$ cat src/rtl/write_arbiter_pkg.sv
// Shared constants and FSM state type for the write arbiter.
//   NUM_OF_PORTS : default number of requesting ports
//   LEN_WIDTH    : default width of each packet-length field (beats)
//   SEL_WIDTH    : width of the channel-selector index
//   state_t      : arbiter FSM states
package write_arbiter_pkg;

  localparam int unsigned NUM_OF_PORTS = 16;
  localparam int unsigned LEN_WIDTH    = 6;
  localparam int unsigned SEL_WIDTH    = 4;

  typedef enum logic [1:0] {
    ST_IDLE = 2'd0,
    ST_BUSY = 2'd1,
    ST_GAP  = 2'd2
  } state_t;

endpackage

$ cat src/rtl/rr_pick.sv
// Round-robin picker: finds the first asserted request searching upward
// from ptr with wrap-around.
//   req    : per-port request vector
//   ptr    : port index where the search starts
//   winner : index of the first asserted request at or after ptr
//   found  : any request asserted
module rr_pick
  import write_arbiter_pkg::*;
#(
  parameter int unsigned num_of_ports = NUM_OF_PORTS,
  parameter int unsigned idx_width    = (num_of_ports > 1) ? $clog2(num_of_ports) : 1
) (
  input  logic [num_of_ports-1:0] req,
  input  logic [idx_width-1:0]    ptr,
  output logic [idx_width-1:0]    winner,
  output logic                    found
);

  always_comb begin
    logic [idx_width:0]   sum;
    logic [idx_width-1:0] idx;
    winner = '0;
    found  = 1'b0;
    sum    = '0;
    idx    = '0;
    for (int unsigned k = 0; k < num_of_ports; k++) begin
      // ptr + k stays below 2*num_of_ports, so a single subtraction wraps it
      sum = {1'b0, ptr} + (idx_width+1)'(k);
      if (sum >= (idx_width+1)'(num_of_ports)) begin
        sum = sum - (idx_width+1)'(num_of_ports);
      end
      idx = sum[idx_width-1:0];
      if (!found && req[idx]) begin
        found  = 1'b1;
        winner = idx;
      end
    end
  end

endmodule

$ cat src/rtl/write_arbiter_ctrl.sv
// Write arbiter: grants one requesting port at a time in round-robin order,
// streams that port's packet one beat per sram_ready, then inserts a
// one-cycle gap so the channel selector can release its destination lock.
//   clk, rst   : clock, asynchronous active-high reset
//   req        : per-port write request (level)
//   pkt_len    : packed per-port packet length in beats (0 means 1 beat)
//   sram_ready : downstream accepts one beat this cycle
//   select     : granted port index to the channel selector
//   enable     : channel selector enable, high while a packet transfers
//   grant      : one-hot grant, held for the whole packet
//   beat_ack   : one beat consumed this cycle
//   pkt_done   : one-cycle pulse after the last beat
//   busy       : arbiter not idle
module write_arbiter_ctrl
  import write_arbiter_pkg::*;
#(
  parameter int unsigned num_of_ports = NUM_OF_PORTS,
  parameter int unsigned len_width    = LEN_WIDTH
) (
  input  logic                              clk,
  input  logic                              rst,
  input  logic [num_of_ports-1:0]           req,
  input  logic [len_width*num_of_ports-1:0] pkt_len,
  input  logic                              sram_ready,
  output logic [SEL_WIDTH-1:0]              select,
  output logic                              enable,
  output logic [num_of_ports-1:0]           grant,
  output logic                              beat_ack,
  output logic                              pkt_done,
  output logic                              busy
);

  localparam int unsigned IDX_W = (num_of_ports > 1) ? $clog2(num_of_ports) : 1;

  state_t                  state, state_nxt;
  logic [IDX_W-1:0]        ptr;
  logic [IDX_W-1:0]        winner;
  logic                    found;
  logic [len_width-1:0]    remaining;
  logic [len_width-1:0]    load_len;
  logic [SEL_WIDTH-1:0]    select_q;
  logic [num_of_ports-1:0] grant_q;
  logic [num_of_ports-1:0] win_onehot;
  logic                    start;
  logic [len_width-1:0]    lens [num_of_ports];

  for (genvar p = 0; p < num_of_ports; p++) begin : g_lens
    assign lens[p] = pkt_len[p*len_width +: len_width];
  end

  rr_pick #(
    .num_of_ports (num_of_ports),
    .idx_width    (IDX_W)
  ) u_rr_pick (
    .req    (req),
    .ptr    (ptr),
    .winner (winner),
    .found  (found)
  );

  always_comb begin
    load_len = (lens[winner] == '0) ? len_width'(1) : lens[winner];
    win_onehot         = '0;
    win_onehot[winner] = 1'b1;
  end

  assign start = (state == ST_IDLE) && found;

  always_ff @(posedge clk or posedge rst) begin
    if (rst) begin
      state <= ST_IDLE;
    end else begin
      state <= state_nxt;
    end
  end

  always_comb begin
    state_nxt = state;
    enable    = 1'b0;
    beat_ack  = 1'b0;
    pkt_done  = 1'b0;
    busy      = 1'b1;
    case (state)
      ST_IDLE: begin
        busy = 1'b0;
        if (found) state_nxt = ST_BUSY;
      end
      ST_BUSY: begin
        enable   = 1'b1;
        beat_ack = sram_ready;
        if (sram_ready && (remaining == len_width'(1))) state_nxt = ST_GAP;
      end
      ST_GAP: begin
        pkt_done  = 1'b1;
        state_nxt = ST_IDLE;
      end
      default: begin
        state_nxt = ST_IDLE;
      end
    endcase
  end

  // Datapath: grant/select/length captured at packet start; grant is dropped
  // on the last beat so it is already clear during the gap cycle.
  always_ff @(posedge clk or posedge rst) begin
    if (rst) begin
      ptr       <= '0;
      remaining <= '0;
      select_q  <= '0;
      grant_q   <= '0;
    end else if (start) begin
      select_q  <= SEL_WIDTH'(winner);
      grant_q   <= win_onehot;
      remaining <= load_len;
      ptr       <= (winner == IDX_W'(num_of_ports - 1)) ? '0 : winner + 1'b1;
    end else if (beat_ack) begin
      remaining <= remaining - 1'b1;
      if (remaining == len_width'(1)) grant_q <= '0;
    end
  end

  assign select = select_q;
  assign grant  = grant_q;

endmodule

$ cat config.mk
export PLATFORM = sky130hd
export DESIGN_NAME = write_arbiter_ctrl
export DESIGN_NICKNAME = d
export VERILOG_FILES = /design/src/rtl/write_arbiter_pkg.sv /design/src/rtl/rr_pick.sv /design/src/rtl/write_arbiter_ctrl.sv
export SDC_FILE = /design/constraint.sdc
export NUM_CORES = 1
export LEC_CHECK = 0
export ABC_AREA = 1
export CORE_MARGIN = 10
export CORE_UTILIZATION = 44
export DETAILED_ROUTE_END_ITERATION = 8
export PLACE_DENSITY_LB_ADDON = 0.2
export SYNTH_ARGS = -nofsm -noshare
export SYNTH_HDL_FRONTEND = slang
export SYNTH_SLANG_ARGS = --single-unit
$ cat constraint.sdc
create_clock -name clk -period 4.05 [get_ports clk]
set_input_delay 0.81 -clock clk [delete_from_list [all_inputs] [get_ports clk]]
set_output_delay 0.81 -clock clk [all_outputs]
set_load 0.005 [all_outputs]
==> reports/metrics.cfg <==
[outcome]
status=complete, no violations

[finish]
stdcell_count=1134
ff_latch_area_um2=805
area_growth_pct=68.4
fill_cells=760
multi_input_area_um2=3440
final_nets=1129
drive_gt1_frac=0.251
n_antenna_cell=0

[yosys]
synth_top_area_cell=nand2_1
ys_seq_area_frac=0.182
ys_ff_latch=32
synth_area_leaders=nand2_1 (22%), nand3_1 (20%), dfrtp_1 (18%), inv_1 (7.6%), ha_1 (4.0%)
yosysWarningCount=0
avgSynthCellArea_um2=5.77
synth.distinct_cells=39
synth_cells=762
synth.cell_area_um2=4400
syn-num-nets=891
yosysTopAreaCellShare=0.217

[setup_path]
cp_max_fo=13
crit_family=simple AND/OR/NAND/NOR gates
cp.depth=29
cp_common_cell=nand2_1
crit_type=flop to flop
slowest_stage=dfrtp_2
max_stage_delay_ps=440
worstSetupEndpointType=flop
crit_buf_inv=7
critPathArrivalTime_ps=4110
r2r_cells=29
cp-start-kind=flop
cp.required_ps=4280

[die]
dieArea_um2=14400
start_util=0.450
row_count=36
core_um2=9770
fp.dieW_um=120
io_pins=139
fp.dieH_um=120

[sta]
rsz0062_at_grt=true
slew_violations=0
finalCritPeriodShare=0.958
tightest_slew_ps=1070
min_period_ps=3880
fin_skew_ps=7.47
finalHoldViolations=0
timing.fmax_ghz=0.258
setup_viol=0
max_slew_margin=0.282

[clock_tree]
cts_hold_buffers=0
clock_path_buffers=2
clock_sinks=32
cts_buffers=5
path_clk_slew_ps=70
clk_latency_ps=280
clockRootBuffer=clkbuf_8
cts_tree=done
cts_max_level=2

[job]
cap_violations=0

[global_route]
groute.usage.overall=0.234
grt_pass1_wl_um=28200
globalRouteOverflowTotal=0
grt_max_degree=33
grt_pass1_vias=5833
antenna_found_initial=0

[routing]
wl_per_cell_um=16.2
firstDrtPassIters=7
routed_wl_um=18400
route.detailed.drc=0
drtIter0Drc=509
drtAntennaViolNets=0
vias_per_cell=5.37
vias=6095

[hold_path]
hold_class=flop to flop
hold_depth=2

[place]
dpl.cell_count=1106
place_hpwl_um=14500
port_buffers=138
gp_congestion=1.00

layer usage:
metal  global-route usage  share of wire
met4               0.0641          0.021
met3               0.0642          0.090
met1                0.294           0.41
met5                    0              0
met2                0.383           0.48
per-stage QoR:
step	TNS (ps)	cell area, um2	util	setup slack (ps)	hold WS, ps
after floorplan	0	4400	-	111	459
after global placement	-2580	6590	0.674	-392	475
after detailed placement	-3930	6590	0.674	-427	480
after CTS	0	6750	0.691	0.888	495
after global routing	-746	7410	0.758	-131	527
final	0	7410	0.758	169	494
path summary, 6_finish.rpt:
| check | startpoint | endpoint | slack [ps] |
|---|---|---|---|
| setup reg to reg | ptr[1]$_DFFE_PP0P_ | remaining[0]$_DFFE_PP0P_ | 170 |
| max in group asynchronous | rst | ptr[2]$_DFFE_PP0P_ | 2820 |
| min in group asynchronous | rst | grant[13]$_DFFE_PP0P_ | 910 |
| hold reg to reg | remaining[5]$_DFFE_PP0P_ | remaining[5]$_DFFE_PP0P_ | 490 |
| setup / recovery | ptr[1]$_DFFE_PP0P_ | remaining[0]$_DFFE_PP0P_ | 170 |
| hold / removal | remaining[5]$_DFFE_PP0P_ | remaining[5]$_DFFE_PP0P_ | 490 |
cell families (layout without fill, tap and decap cells):
family          after synthesis  in the layout  synth area share
simple gates                523            523             0.544
buf+inv                     125            364             0.125
compound gates               52             52            0.0754
flops                        32             32             0.182
xor+xnor                     16             16            0.0336
fa+ha+maj                    14             14            0.0398
layout make-up:
type	instances	share of cell area
clock buffers	7	0.0117
clock inverters	1	0.00101
inverters	97	0.0505
multi-input cells	605	0.465
flip-flops and latches	32	0.109
well taps	133	0.0225
repair buffers	259	0.341
flip-flops by register name, indices dropped and copies added (netlist names):
name       cells
ptr            4
remaining      6
select         4
state          2
grant         16
cell usage in the layout (no fill, tap or decap), drive strengths merged:
cell type,synthesis,routed
inv,95,96
clkinvlp,0,1
nand3,179,179
or2,1,1
ha,14,14
a21oi,8,8
nand2,259,259
o22ai,16,16
a31o,1,1
xor2,14,14
a21boi,2,2
dfrtp,32,32
o221ai,2,2
o21a,2,2
o21bai,2,2
clkbuf,6,8
clkdlybuf4s50,0,122
o21ai,17,17
o211ai,1,1
dlymetal6s2s,0,16
nand3b,10,10
clkinv,2,1
nor2,54,54
buf,22,120
xnor2,2,2
nor3,4,4
a31oi,1,1
nand4,16,16
cells in the mapped netlist:
library cell	n
nand2_1	254
nand3_1	177
inv_1	89
nor2_1	44
dfrtp_1	32
o22ai_1	16
ha_1	14
xor2_1	13
nand4_1	12
o21ai_0	12
buf_2	11
nand3b_1	10
a21oi_1	8
buf_6	7
clkbuf_1	6
inv_2	6
nand2_2	5
nor2_4	5
buf_4	4
nor2_2	4
nor3_1	4
o21ai_1	4
nand4_2	3
clkinv_1	2
nand3_2	2
o21a_1	2
o21bai_1	2
o221ai_1	2
xnor2_1	2
a21boi_0	1
a21boi_2	1
a31o_2	1
a31oi_2	1
nand4_4	1
nor2_8	1
o211ai_1	1
o21ai_4	1
or2_1	1
xor2_2	1
worst min-delay path: cells and delay by family, from the launching register on:
family | cells | cell delay [ps]
AND/OR/NAND/NOR | 1 | 60
AO/OA/AOI/OAI | 1 | 60
flip-flops | 1 | 340
repair_timing:
| item | 4_1_cts | 5_1_grt |
|---|---|---|
| cloned | 0 | 1 |
| resized for setup | 7 | 133 |
| setup buffers | 4 | 15 |
| setup endpoints to repair | 6 | 25 |
| pin swaps | 1 | 36 |
Power is not shown: default switching activity piles up to over one toggle a cycle in this logic, so the estimate is an artifact.
